**src/rtl/hsi_tx_arb_pkg.sv**
```systemverilog
// Shared definitions for the HSI transmit-side coder arbiter.
// Holds arbiter state encodings and default gap/watchdog constants.
package hsi_tx_arb_pkg;

    typedef enum logic [1:0] {
        ARB_IDLE  = 2'd0,
        ARB_GRANT = 2'd1,
        ARB_GAP   = 2'd2
    } arb_state_t;

    localparam int HSI_GAP_CYCLES = 4;
    localparam int HSI_TIMEOUT    = 4096;
    localparam int HSI_CNT_W      = 13;

endpackage

```
**src/rtl/hsi_arb_rr2.sv**
```systemverilog
// Two-way round-robin pick: returns the index to grant.
// Ports: req0/req1 requests, last previously granted index; any, idx.
module hsi_arb_rr2 (
    input  logic req0,
    input  logic req1,
    input  logic last,
    output logic any,
    output logic idx
);

    assign any = req0 | req1;
    // On a tie the side that did not go last wins.
    assign idx = (req0 & req1) ? ~last : req1;

endmodule

```
**src/rtl/hsi_tx_arb.sv**
```systemverilog
// Message-granular round-robin arbiter for the shared HSI byte coder.
// Ports: clk, rst; per side req/gnt/q/q_rdy/msg_end/busy; cd_* coder
// interface; to_err watchdog pulse; active while a grant is held.
module hsi_tx_arb
    import hsi_tx_arb_pkg::*;
#(
    parameter int GAP_CYCLES = HSI_GAP_CYCLES,
    parameter int TIMEOUT    = HSI_TIMEOUT,
    parameter int CNT_W      = HSI_CNT_W
) (
    input  logic       clk,
    input  logic       rst,
    input  logic       req0,
    output logic       gnt0,
    input  logic [7:0] q0,
    input  logic       q_rdy0,
    input  logic       msg_end0,
    output logic       busy0,
    input  logic       req1,
    output logic       gnt1,
    input  logic [7:0] q1,
    input  logic       q_rdy1,
    input  logic       msg_end1,
    output logic       busy1,
    output logic [7:0] cd_d,
    output logic       cd_d_rdy,
    input  logic       cd_busy,
    output logic       to_err,
    output logic       active
);

    localparam logic [CNT_W-1:0] CNT_MAX  = {CNT_W{1'b1}};
    localparam logic [CNT_W-1:0] TO_LAST  = CNT_W'(TIMEOUT - 1);
    localparam logic [CNT_W-1:0] GAP_LAST =
        CNT_W'((GAP_CYCLES > 0) ? GAP_CYCLES - 1 : 0);

    arb_state_t       state_q, state_d;
    logic [CNT_W-1:0] cnt_q, cnt_d, cnt_inc;
    logic             last_q, last_d;
    logic             own_q, own_d;
    logic             to_err_q, to_err_d;

    logic             pick_any, pick_idx;
    logic             granted;
    logic             own_rdy, own_end;
    logic [7:0]       own_byte;

    hsi_arb_rr2 u_rr2 (
        .req0 (req0),
        .req1 (req1),
        .last (last_q),
        .any  (pick_any),
        .idx  (pick_idx)
    );

    assign granted  = (state_q == ARB_GRANT);
    assign own_rdy  = own_q ? q_rdy1   : q_rdy0;
    assign own_end  = own_q ? msg_end1 : msg_end0;
    assign own_byte = own_q ? q1       : q0;
    // Saturating increment keeps the counter from wrapping.
    assign cnt_inc  = (cnt_q == CNT_MAX) ? cnt_q : cnt_q + 1'b1;

    always_comb begin
        state_d  = state_q;
        cnt_d    = cnt_q;
        last_d   = last_q;
        own_d    = own_q;
        to_err_d = 1'b0;
        unique case (state_q)
            ARB_IDLE: begin
                if (pick_any) begin
                    state_d = ARB_GRANT;
                    own_d   = pick_idx;
                    last_d  = pick_idx;
                    cnt_d   = '0;
                end
            end
            ARB_GRANT: begin
                // msg_end takes precedence over the watchdog.
                if (own_end) begin
                    state_d = ARB_GAP;
                    cnt_d   = '0;
                end else if (own_rdy) begin
                    cnt_d = '0;
                end else if (cnt_q >= TO_LAST) begin
                    state_d  = ARB_GAP;
                    cnt_d    = '0;
                    to_err_d = 1'b1;
                end else begin
                    cnt_d = cnt_inc;
                end
            end
            ARB_GAP: begin
                // Gap count only starts once the coder has drained.
                if (cd_busy) begin
                    cnt_d = '0;
                end else if (cnt_q >= GAP_LAST) begin
                    state_d = ARB_IDLE;
                    cnt_d   = '0;
                end else begin
                    cnt_d = cnt_inc;
                end
            end
            default: begin
                state_d = ARB_IDLE;
                cnt_d   = '0;
            end
        endcase
    end

    always_ff @(posedge clk) begin
        if (rst) begin
            state_q  <= ARB_IDLE;
            cnt_q    <= '0;
            last_q   <= 1'b1;
            own_q    <= 1'b0;
            to_err_q <= 1'b0;
        end else begin
            state_q  <= state_d;
            cnt_q    <= cnt_d;
            last_q   <= last_d;
            own_q    <= own_d;
            to_err_q <= to_err_d;
        end
    end

    assign gnt0     = granted & ~own_q;
    assign gnt1     = granted &  own_q;
    assign active   = granted;
    assign to_err   = to_err_q;
    assign cd_d     = granted ? own_byte : 8'h00;
    // Reset is synchronous, so gate the strobe while it is asserted.
    assign cd_d_rdy = granted & own_rdy & ~rst;
    assign busy0    = gnt0 ? cd_busy : 1'b1;
    assign busy1    = gnt1 ? cd_busy : 1'b1;

endmodule
```
**config.mk**
```make
export PLATFORM = sky130hd
export DESIGN_NAME = hsi_tx_arb
export DESIGN_NICKNAME = d
export VERILOG_FILES = /design/src/rtl/hsi_tx_arb_pkg.sv /design/src/rtl/hsi_arb_rr2.sv /design/src/rtl/hsi_tx_arb.sv
export SDC_FILE = /design/constraint.sdc
export NUM_CORES = 1
export LEC_CHECK = 0
export BUFFER_PORTS_ARGS = -buffer_cell sky130_fd_sc_hd__buf_2
export CAP_MARGIN = 20
export CORE_MARGIN = 1.5
export CORE_UTILIZATION = 44
export CTS_CLUSTER_DIAMETER = 200
export DETAILED_ROUTE_END_ITERATION = 8
export GPL_TIMING_DRIVEN = 0
export PLACE_DENSITY_LB_ADDON = 0.2
export SKIP_LAST_GASP = 1
export SLEW_MARGIN = 20
export SYNTH_ARGS = -nofsm -noshare
export SYNTH_HDL_FRONTEND = slang
export SYNTH_SLANG_ARGS = --single-unit
```
**constraint.sdc**
```tcl
create_clock -name clk -period 1.8 [get_ports clk]
set_clock_uncertainty 0.1 [all_clocks]
set_input_delay 0.09 -clock clk [delete_from_list [all_inputs] [get_ports clk]]
set_output_delay 0.09 -clock clk [all_outputs]
set_load 0.02 [all_outputs]
```
==> results.sh, run 1 <==
export IMPL_status="complete, but fails checks"
export IMPL_violations="setup timing"
export IMPL_synth_async_reset_ratio=0
export IMPL_leakagePower_nw=0.655
export IMPL_die_w_microns=54.7
export IMPL_die_h_microns=54.7
export IMPL_via_per_inst=5.80
export IMPL_drive_above_1_share=0.447
export IMPL_via_count=1316
export IMPL_fin_crit_ns=1.93
export IMPL_clkPwrFrac=0.178
export IMPL_fmax_mhz=518
export IMPL_grt_start_max_net_pins=11
export IMPL_syn_nets=175
export IMPL_start_kind="register"
export IMPL_swShare=0.389
export IMPL_holdWs_ns=0.0531
export IMPL_ys_ff_latch=18
export IMPL_drt_iter0_markers=42
export IMPL_placedCellCount=215
export IMPL_p_switching_uw=555
export IMPL_power_frac_comb=0.504
export IMPL_portBuffers=39
export IMPL_final_cell_mix="buf_2, nor2_1, nand2_1"
export IMPL_max_stage_delay_ns=0.49
export IMPL_synth_cell_types=40
export IMPL_worstPathRequired_ns=1.94
export IMPL_fillers=198
export IMPL_area_growth_pct=43.2
export IMPL_final_core_util=0.674
export IMPL_stdcell_count=227
export IMPL_p_int_uw=872
export IMPL_powerDensity_mw_per_mm2=847
export IMPL_first_pass_iters=6
export IMPL_critPathTopFamily="simple AND/OR/NAND/NOR gates"
export IMPL_drc=0
export IMPL_gp_congestion=0.802
export IMPL_finalHoldViolations=0
export IMPL_wl_mm=3.25
export IMPL_antenna_found_initial=0
export IMPL_ios=40
export IMPL_ys_dominant_reg_cell="dfxtp_1"
export IMPL_arrival_ns=2.07
export IMPL_fin_nets=227
export IMPL_drv_cap=0
export IMPL_place_ws_ns=-0.163
export IMPL_relSlewSlack=0.660
export IMPL_synth_cells=146
export IMPL_end_kind="register"
export IMPL_drv_slew=0
export IMPL_ys_warnings_count=0
export IMPL_numCtsBuffers=3
export IMPL_layout_commonest_cell="buf_2"
export IMPL_worstSkewPairLatency_ns=0.30
export IMPL_netlist_area_sq_mm=0.00118
export IMPL_grt_pass1_vias=1109
export IMPL_worstMarginPinSlew_ns=0.505
export IMPL_hp_class="primary input to register"
export IMPL_design_core_area_sq_mm=0.00250
export IMPL_grt_pass1_wl_mm=4.54
export IMPL_setup_viol=8
export IMPL_grt_use_total=0.208
export IMPL_rsz0062_at_grt="true"
export IMPL_yosysSeqAreaShare=0.306
export IMPL_slowest_stage="or4_4"
export IMPL_path_cells="inv_2, ha_1, nand2_1, o32a_1, or4_4, a21oi_2"
export IMPL_routedWlPerCell_microns=14.3
export IMPL_dp_hpwl_mm=2.13
export IMPL_cts_htree_levels=1
export IMPL_design_die_area_sq_mm=0.00299
export IMPL_cts_tree="built"
export IMPL_synth_area_per_cell_sq_um=8.06
export IMPL_diodes=0
export IMPL_cts_root_buf="clkbuf_4"
export IMPL_final_antenna_net_count=0
export IMPL_setup_slack_ns=-0.132
export IMPL_irDropWorstVdd_uv=818
export IMPL_finalCritPeriodShare=1.07
export IMPL_clockBufferDepth=2
export IMPL_cts_clk_slew_worst_paths_ns=0.11
export IMPL_p_seq_frac=0.318
export IMPL_grt_ovfl_total=0
export IMPL_critPathKind="register to register"
export IMPL_critPathMaxFanout=3
export IMPL_placementRows=18
export IMPL_cts_sinks=18
export IMPL_path_buf_inv=1
export IMPL_start_util=0.470
export IMPL_synth_edf_count=0
-- cell type report --
class / instances / area, sq um / area share
repair buffers: 46 / 263 / 0.156
plain buffers: 6 / 56.3 / 0.0334
clock buffers: 4 / 36.3 / 0.0215
well taps: 30 / 37.5 / 0.0223
flip-flops and latches: 18 / 387 / 0.230
multi-input cells: 118 / 886 / 0.526
inverters: 5 / 18.8 / 0.0111
-- sequential cells by signal, indices dropped and copies added (netlist names) --
register	flops
cnt_q	13
last_q	1
state_q	2
own_q	1
to_err	1
-- power by group through the flow --
stage | combinational [mW] | clock [mW] | sequential (mW)
final | 0.719 | 0.255 | 0.453
after global routing | 0.786 | 0.282 | 0.458
after CTS | 0.678 | 0.257 | 0.452
after detailed placement | 0.619 | 0 | 0.458
after global placement | 0.605 | 0 | 0.457
after floorplan | 0.454 | 0 | 0.454
-- kinds of logic (layout without fill, tap and decap cells) --
| family | count (synthesis) | in the layout | share of synthesized area |
|---|---|---|---|
| and+or+nand+nor | 71 | 72 | 0.320 |
| AOI/OAI and AO/OA | 25 | 25 | 0.144 |
| DFF | 18 | 18 | 0.306 |
| muxes | 11 | 11 | 0.0936 |
| buffers and inverters | 11 | 61 | 0.0489 |
| xor gates and xnor gates | 6 | 6 | 0.0447 |
| adders and majority gates | 4 | 4 | 0.0426 |
-- cells in the mapped netlist, types with 2 or more instances --
cell type,count,share of area
a21oi_1,11,0.047
a31oi_1,2,0.011
buf_6,2,0.019
clkbuf_1,3,0.0096
dfxtp_1,18,0.31
ha_1,4,0.043
inv_1,5,0.016
mux2i_1,11,0.094
nand2_1,13,0.041
nand3_1,5,0.021
nand4_1,5,0.027
nor2_1,18,0.057
nor2b_1,10,0.053
nor3_1,5,0.021
nor4_1,4,0.021
o21ai_0,2,0.0085
xnor2_1,3,0.022
xor2_1,3,0.022
-- stage by stage --
stage          instance area [sq um]  power (mW)  TNS (ns)
6_report                        1680        1.43    -0.303
3_5_place_dp                    1430        1.08     -1.55
3_3_place_gp                    1430        1.06     -1.04
5_1_grt                         1680        1.53     -1.64
4_1_cts                         1600        1.39    -0.100
2_1_floorplan                   1200       0.908         0
-- path summary, 6_finish.rpt --
kind | from | slack (ns) | cells past startpoint | end
max | state_q[1]$_SDFFE_PP0P_ | -0.13 | 6 | cnt_q[0]$_SDFFE_PP0P_
min | req1 | 0.05 | 3 | last_q$_SDFFE_PP1P_
max reg2reg | state_q[1]$_SDFFE_PP0P_ | -0.13 | 6 | cnt_q[0]$_SDFFE_PP0P_
min reg2reg | state_q[0]$_SDFFE_PP0P_ | 0.39 | 2 | state_q[0]$_SDFFE_PP0P_
-- worst min-delay path, stage by stage --
cell,delay [ns]
buf_2,0.14
nand2_1,0.09
o211ai_1,0.08
-- routing by layer --
| layer | vias up | wire (microns) | global-route usage |
|---|---|---|---|
| li1 | 633 | - | - |
| met1 | 596 | 1350 | 0.239 |
| met2 | 77 | 1520 | 0.361 |
| met3 | 10 | 334 | 0.0519 |
| met4 | 0 | 44 | 0.0875 |
| met5 | - | 0 | 0 |
-- repair_timing --
item / in CTS / in global routing
cloned: 1 / 1
gates resized for setup: 23 / 16
pin swaps: 3 / 4
setup buffers: 4 / 1
hold buffers: 1 / 0
setup endpoints to repair: 23 / 18
hold endpoints to repair: 3 / 0
(Power assumes the default switching activity.)
==> run 2, diff against run 1 <==
--- a/config.mk
+++ b/config.mk
@@ -7,8 +7,10 @@
 export LEC_CHECK = 0
 export BUFFER_PORTS_ARGS = -buffer_cell sky130_fd_sc_hd__buf_2
 export CAP_MARGIN = 20
+export CELL_PAD_IN_SITES_DETAIL_PLACEMENT = 0
+export CELL_PAD_IN_SITES_GLOBAL_PLACEMENT = 2
 export CORE_MARGIN = 1.5
-export CORE_UTILIZATION = 44
+export CORE_UTILIZATION = 25
 export CTS_CLUSTER_DIAMETER = 200
 export DETAILED_ROUTE_END_ITERATION = 8
 export GPL_TIMING_DRIVEN = 0
==> run 2 against run 1 <==
  * Hold slack better by 0.020 ns
  * Non-clock buffer count increased by 3
  * Via count down 4.3%
  * Sequential share of layout area down 1.2 points
  * The flow finishes with violations (DRC, setup timing)
  * Clock power grew 32%
  * Core utilization decreased by 28 points
  * Wire length increased by 3.0%
  * Combinational power grew 2.9%
  * Global-route usage is 7.9 points lower
  * Die area up 71%
  * Cell area rose by 4.1%
==> results.sh, run 2 (synthesis results as in run 1) <==
export IMPL_clockBufferDepth=2
export IMPL_clkPwrFrac=0.219
export IMPL_regToRegEndpoint="cnt_q[0]$_SDFFE_PP0P_"
export IMPL_first_pass_iters=8
export IMPL_final_area_sq_mm=0.00175
export IMPL_hp_class="primary input to register"
export IMPL_reg_largest_list="cnt_q x13, state_q x2"
export IMPL_finalCritPeriodShare=1.04
export IMPL_p_switching_uw=570
export IMPL_power_frac_comb=0.483
export IMPL_grt_use_total=0.129
export IMPL_finalHoldViolations=0
export IMPL_r2r_slack_ns=-0.08
export IMPL_regMostFlops="cnt_q"
export IMPL_grt_start_max_net_pins=11
export IMPL_grt_pass1_vias=1174
export IMPL_violations="DRC, setup timing"
export IMPL_dp_hpwl_mm=2.47
export IMPL_fin_crit_ns=1.88
export IMPL_p_seq_frac=0.298
export IMPL_die_h_microns=71.6
export IMPL_setup_viol=2
export IMPL_end_kind="register"
export IMPL_wl_mm=3.34
export IMPL_fmax_mhz=532
export IMPL_powerDensity_mw_per_mm2=873
export IMPL_start_kind="register"
export IMPL_rsz0062_at_grt="true"
export IMPL_antenna_found_initial=0
export IMPL_cts_sinks=18
export IMPL_drt_iter0_markers=50
export IMPL_design_core_area_sq_mm=0.00444
export IMPL_holdPathStages=3
export IMPL_cts_root_buf="clkbuf_8"
export IMPL_arrival_ns=1.97
export IMPL_swShare=0.372
export IMPL_p_total_mw=1.53
export IMPL_area_growth_pct=49.0
export IMPL_irDropWorstVdd_uv=518
export IMPL_holdWs_ns=0.0731
export IMPL_multi_input_area_sq_um=898
export IMPL_cts_tree="built"
export IMPL_gp_congestion=0.779
export IMPL_numCtsBuffers=3
export IMPL_holdPathEnd="last_q$_SDFFE_PP1P_"
export IMPL_setup_slack_ns=-0.0798
export IMPL_status="complete, but fails checks"
export IMPL_r2r_start="cnt_q[1]$_SDFFE_PP0P_"
export IMPL_die_w_microns=71.6
export IMPL_regArea_sq_um=382
export IMPL_grt_ovfl_total=0
export IMPL_critPathKind="register to register"
export IMPL_relSlewSlack=0.689
export IMPL_diodes=0
export IMPL_drc=7
export IMPL_worstHoldStart="req1"
export IMPL_final_cell_mix="buf_2, nand2_1, nor2_1"
export IMPL_grt_pass1_wl_mm=5.29
export IMPL_largest_reg_flops=13
export IMPL_ios=40
export IMPL_design_die_area_sq_mm=0.00513
export IMPL_worstPathRequired_ns=1.89
export IMPL_cts_clk_slew_worst_paths_ns=0.07
export IMPL_layout_commonest_cell="buf_2"
export IMPL_cts_htree_levels=1
export IMPL_portBuffers=39
export IMPL_fin_nets=229
export IMPL_start_util=0.265
export IMPL_via_per_inst=5.02
export IMPL_p_int_uw=961
export IMPL_worstMarginPinSlew_ns=0.463
export IMPL_critPathMaxFanout=3
export IMPL_fillers=448
export IMPL_final_antenna_net_count=0
export IMPL_placedCellCount=237
export IMPL_leakagePower_nw=0.667
export IMPL_drv_cap=0
export IMPL_routedWlPerCell_microns=13.3
export IMPL_dpl_cell_area_sq_mm=0.00146
export IMPL_drive_above_1_share=0.497
export IMPL_drv_slew=0
export IMPL_reg2regPathDepth=6
export IMPL_via_count=1259
export IMPL_placementRows=24
export IMPL_stdcell_count=251
export IMPL_worstSkewPairLatency_ns=0.26
==> run 2: layer usage <==
| layer | vias up | wire, microns | global-route usage |
|---|---|---|---|
| met4 | 0 | 23 | 0.0252 |
| met2 | 47 | 1510 | 0.226 |
| met3 | 2 | 268 | 0.0323 |
| met5 | - | 0 | 0 |
| met1 | 579 | 1540 | 0.162 |
| li1 | 631 | - | - |
==> run 2: per-stage QoR <==
| stage | setup slack (ns) | util | setup TNS (ns) |
|---|---|---|---|
| after detailed placement | -0.249 | 0.329 | -2.38 |
| after floorplan | 0.0156 | - | 0 |
| final | -0.0798 | 0.394 | -0.0979 |
| after CTS | -0.120 | 0.365 | -0.518 |
| after global routing | -0.146 | 0.394 | -1.02 |
| after global placement | -0.172 | 0.329 | -1.79 |
==> run 2: worst max-delay path by stage <==
stage,startpoint,endpoint,slack (ns),cells past startpoint
floorplan,state_q[0]$_SDFFE_PP0P_,cnt_q[0]$_SDFFE_PP0P_,0.02,7
detailed placement,state_q[0]$_SDFFE_PP0P_,cnt_q[8]$_SDFFE_PP0P_,-0.25,8
global route,cnt_q[1]$_SDFFE_PP0P_,cnt_q[0]$_SDFFE_PP0P_,-0.15,6
finish,cnt_q[1]$_SDFFE_PP0P_,cnt_q[0]$_SDFFE_PP0P_,-0.08,6
CTS,cnt_q[0]$_SDFFE_PP0P_,cnt_q[0]$_SDFFE_PP0P_,-0.12,6
global placement,state_q[0]$_SDFFE_PP0P_,cnt_q[0]$_SDFFE_PP0P_,-0.17,7
==> run 2: final cells by class <==
| type | count | share of cell area |
|---|---|---|
| sequential | 18 | 0.218 |
| tap | 52 | 0.0371 |
| timing repair buffer | 50 | 0.164 |
| inverter | 5 | 0.0107 |
| clock buffer | 4 | 0.0314 |
| multi-input combinational | 117 | 0.512 |
| buffer | 5 | 0.0264 |
==> run 2: timing repair <==
| action | 4_1_cts | 5_1_grt |
|---|---|---|
| gates cloned | 0 | 1 |
| gates resized for setup | 18 | 30 |
| pin swaps | 4 | 17 |
| setup endpoints to repair | 23 | 16 |
| hold endpoints to repair | 3 | 0 |
| setup buffers | 5 | 4 |
| hold buffers | 1 | 0 |
==> run 2: critical path, cell delays in order, from the launching register on <==
cell	delay (ns)
dfxtp_4	0.36
ha_4	0.17
a21oi_4	0.14
o41ai_2	0.08
o32a_1	0.37
or4_1	0.47
a21oi_1	0.12
==> run 2: power groups by stage <==
stage | Combinational (mW) | Clock, mW | Sequential [mW]
floorplan | 0.454 | 0 | 0.454
global placement | 0.620 | 0 | 0.458
detailed placement | 0.629 | 0 | 0.460
CTS | 0.697 | 0.355 | 0.449
global route | 0.817 | 0.367 | 0.458
finish | 0.740 | 0.336 | 0.455
==> run 3, diff against run 2 <==
--- a/config.mk
+++ b/config.mk
@@ -5,7 +5,7 @@
 export SDC_FILE = /design/constraint.sdc
 export NUM_CORES = 1
 export LEC_CHECK = 0
-export BUFFER_PORTS_ARGS = -buffer_cell sky130_fd_sc_hd__buf_2
+export BUFFER_PORTS_ARGS = -buffer_cell sky130_fd_sc_hd__buf_4
 export CAP_MARGIN = 20
 export CELL_PAD_IN_SITES_DETAIL_PLACEMENT = 0
 export CELL_PAD_IN_SITES_GLOBAL_PLACEMENT = 2
@@ -15,7 +15,6 @@
 export DETAILED_ROUTE_END_ITERATION = 8
 export GPL_TIMING_DRIVEN = 0
 export PLACE_DENSITY_LB_ADDON = 0.2
-export SKIP_LAST_GASP = 1
 export SLEW_MARGIN = 20
 export SYNTH_ARGS = -nofsm -noshare
 export SYNTH_HDL_FRONTEND = slang
==> constraint.sdc (replaced) <==
create_clock -name clk -period 1.8 [get_ports clk]
set_clock_uncertainty 0.1 [all_clocks]
set_input_delay 0.18 -clock clk [delete_from_list [all_inputs] [get_ports clk]]
set_output_delay 0.18 -clock clk [all_outputs]
set_load 0.02 [all_outputs]
==> run 3 against run 2 <==
  * The run still ends with DRC, setup timing left
  * Hold slack got worse by 0.070 ns
  * Cell count shrank 2.8%
  * Wire length increased by 5.9%
  * Combinational power up 19%
  * Flip-flop and latch count stayed put
  * Sequential power up 1%
  * Sequential share of layout area shrank 0.94 points
  * Maximum frequency shrank 1.2%
  * Cell area grew 4.9%
  * Register-to-register slack worse by 0.02 ns
  * Core utilization grew 1.9 points
  * Via count shrank 0.24%
  * Largest cell class unchanged
  * Largest power group unchanged
  * Highest routed layer unchanged
==> results.sh, run 3 (synthesis results as in run 1) <==
export IMPL_clockBufferDepth=2
export IMPL_final_area_sq_mm=0.00184
export IMPL_grt_use_total=0.141
export IMPL_cts_root_buf="clkbuf_8"
export IMPL_first_pass_iters=6
export IMPL_relSlewSlack=0.704
export IMPL_hp_class="primary input to register"
export IMPL_placementRows=24
export IMPL_drv_cap=0
export IMPL_regMostFlops="cnt_q"
export IMPL_fin_crit_ns=1.90
export IMPL_gp_congestion=0.843
export IMPL_drc=8
export IMPL_drt_iter0_markers=37
export IMPL_final_core_util=0.414
export IMPL_wl_mm=3.54
export IMPL_layout_commonest_cell="buf_4"
export IMPL_path_cells="inv_2, ha_4, nand2_1, o32a_1, or4_1, a21oi_1"
export IMPL_grt_pass1_wl_mm=5.69
export IMPL_irDropWorstVdd_uv=384
export IMPL_dpl_cell_area_sq_mm=0.00156
export IMPL_area_growth_pct=56.3
export IMPL_violations="DRC, setup timing"
export IMPL_cts_tree="built"
export IMPL_drv_slew=0
export IMPL_numCtsBuffers=3
export IMPL_die_w_microns=71.6
export IMPL_design_core_area_sq_mm=0.00444
export IMPL_cts_clk_slew_worst_paths_ns=0.07
export IMPL_drive_above_1_share=0.469
export IMPL_fillers=464
export IMPL_status="complete, but fails checks"
export IMPL_finalCritPeriodShare=1.06
export IMPL_holdPathStages=2
export IMPL_path_buf_inv=1
export IMPL_r2r_start="state_q[1]$_SDFFE_PP0P_"
export IMPL_fmax_mhz=525
export IMPL_start_util=0.265
export IMPL_multi_input_area_sq_um=920
export IMPL_portBuffers=39
export IMPL_worstMarginPinSlew_ns=0.443
export IMPL_finalHoldViolations=0
export IMPL_fin_nets=223
export IMPL_diodes=0
export IMPL_regToRegEndpoint="cnt_q[0]$_SDFFE_PP0P_"
export IMPL_worstPathRequired_ns=1.89
export IMPL_regArea_sq_um=383
export IMPL_critPathTopFamily="simple AND/OR/NAND/NOR gates"
export IMPL_routedWlPerCell_microns=14.5
export IMPL_fin_setup_tns_ns=-0.242
export IMPL_worstSkewPairLatency_ns=0.26
export IMPL_worstHoldStart="rst"
export IMPL_powerDensity_mw_per_mm2=885
export IMPL_arrival_ns=1.99
export IMPL_leakagePower_nw=0.693
export IMPL_start_kind="register"
export IMPL_reg2regPathDepth=6
export IMPL_ios=40
export IMPL_slowest_stage="or4_1"
export IMPL_die_h_microns=71.6
export IMPL_critPathKind="register to register"
export IMPL_via_per_inst=5.15
export IMPL_antenna_found_initial=0
export IMPL_setup_viol=7
export IMPL_crit_start="state_q[1]$_SDFFE_PP0P_"
export IMPL_grt_start_max_net_pins=11
export IMPL_final_cell_mix="buf_4, nor2_1, nand2_1"
export IMPL_cts_htree_levels=1
export IMPL_max_stage_delay_ns=0.47
export IMPL_grt_ovfl_total=0
export IMPL_largest_reg_flops=13
export IMPL_rsz0062_at_grt="true"
export IMPL_reg_largest_list="cnt_q x13, state_q x2"
export IMPL_grt_pass1_vias=1188
export IMPL_setup_slack_ns=-0.104
export IMPL_final_antenna_net_count=0
export IMPL_r2r_slack_ns=-0.10
export IMPL_holdPathEnd="cnt_q[0]$_SDFFE_PP0P_"
export IMPL_cts_sinks=18
export IMPL_dp_hpwl_mm=2.51
export IMPL_critPathMaxFanout=3
export IMPL_design_die_area_sq_mm=0.00513
export IMPL_end_kind="register"
export IMPL_via_count=1256
-- run 3: how the worst max path moves through the flow --
stage,end,slack [ns],cells past startpoint
floorplan,cnt_q[0]$_SDFFE_PP0P_,0.02,7
global placement,cnt_q[2]$_SDFFE_PP0P_,-0.17,8
detailed placement,cnt_q[6]$_SDFFE_PP0P_,-0.18,7
CTS,cnt_q[0]$_SDFFE_PP0P_,-0.09,6
global route,cnt_q[0]$_SDFFE_PP0P_,-0.18,7
finish,cnt_q[0]$_SDFFE_PP0P_,-0.10,6
-- run 3: what timing repair did --
action | CTS | global route
hold buffers | 0 | 0
buffers inserted | 2 | 2
setup endpoints to repair | 25 | 16
gates cloned | 1 | 0
pin swaps | 4 | 8
resized for setup | 34 | 18
-- run 3: layout make-up --
cell class                      instances  share of cell area
Buffer                                  5              0.0381
Multi-Input combinational cell        117               0.500
Timing Repair Buffer                   44               0.184
Sequential cell                        18               0.208
Tap cell                               52              0.0354
Clock buffer                            3              0.0225
Inverter                                5              0.0116
-- run 3: power breakdown --
part | switching (mW) | internal, mW
logic | 0.429 | 0.449
clock network | 0.140 | 0.149
registers | 0.0292 | 0.430
-- run 3: per-stage QoR --
stage	total power [mW]	instances	hold WS (ns)	setup WS (ns)
floorplan	0.908	146	0.142	0.0156
global placement	1.14	237	0.278	-0.173
detailed placement	1.15	237	0.286	-0.177
CTS	1.59	243	0.00707	-0.0905
global route	1.73	244	0.00746	-0.180
finish	1.63	244	0.00308	-0.104
-- run 3: layer usage --
metal | vias to the layer above | track usage | share of wire
li1 | 623 | - | -
met1 | 578 | 0.192 | 0.48
met2 | 48 | 0.227 | 0.44
met3 | 7 | 0.0239 | 0.068
met4 | 0 | 0.0440 | 0.016
met5 | - | 0 | 0
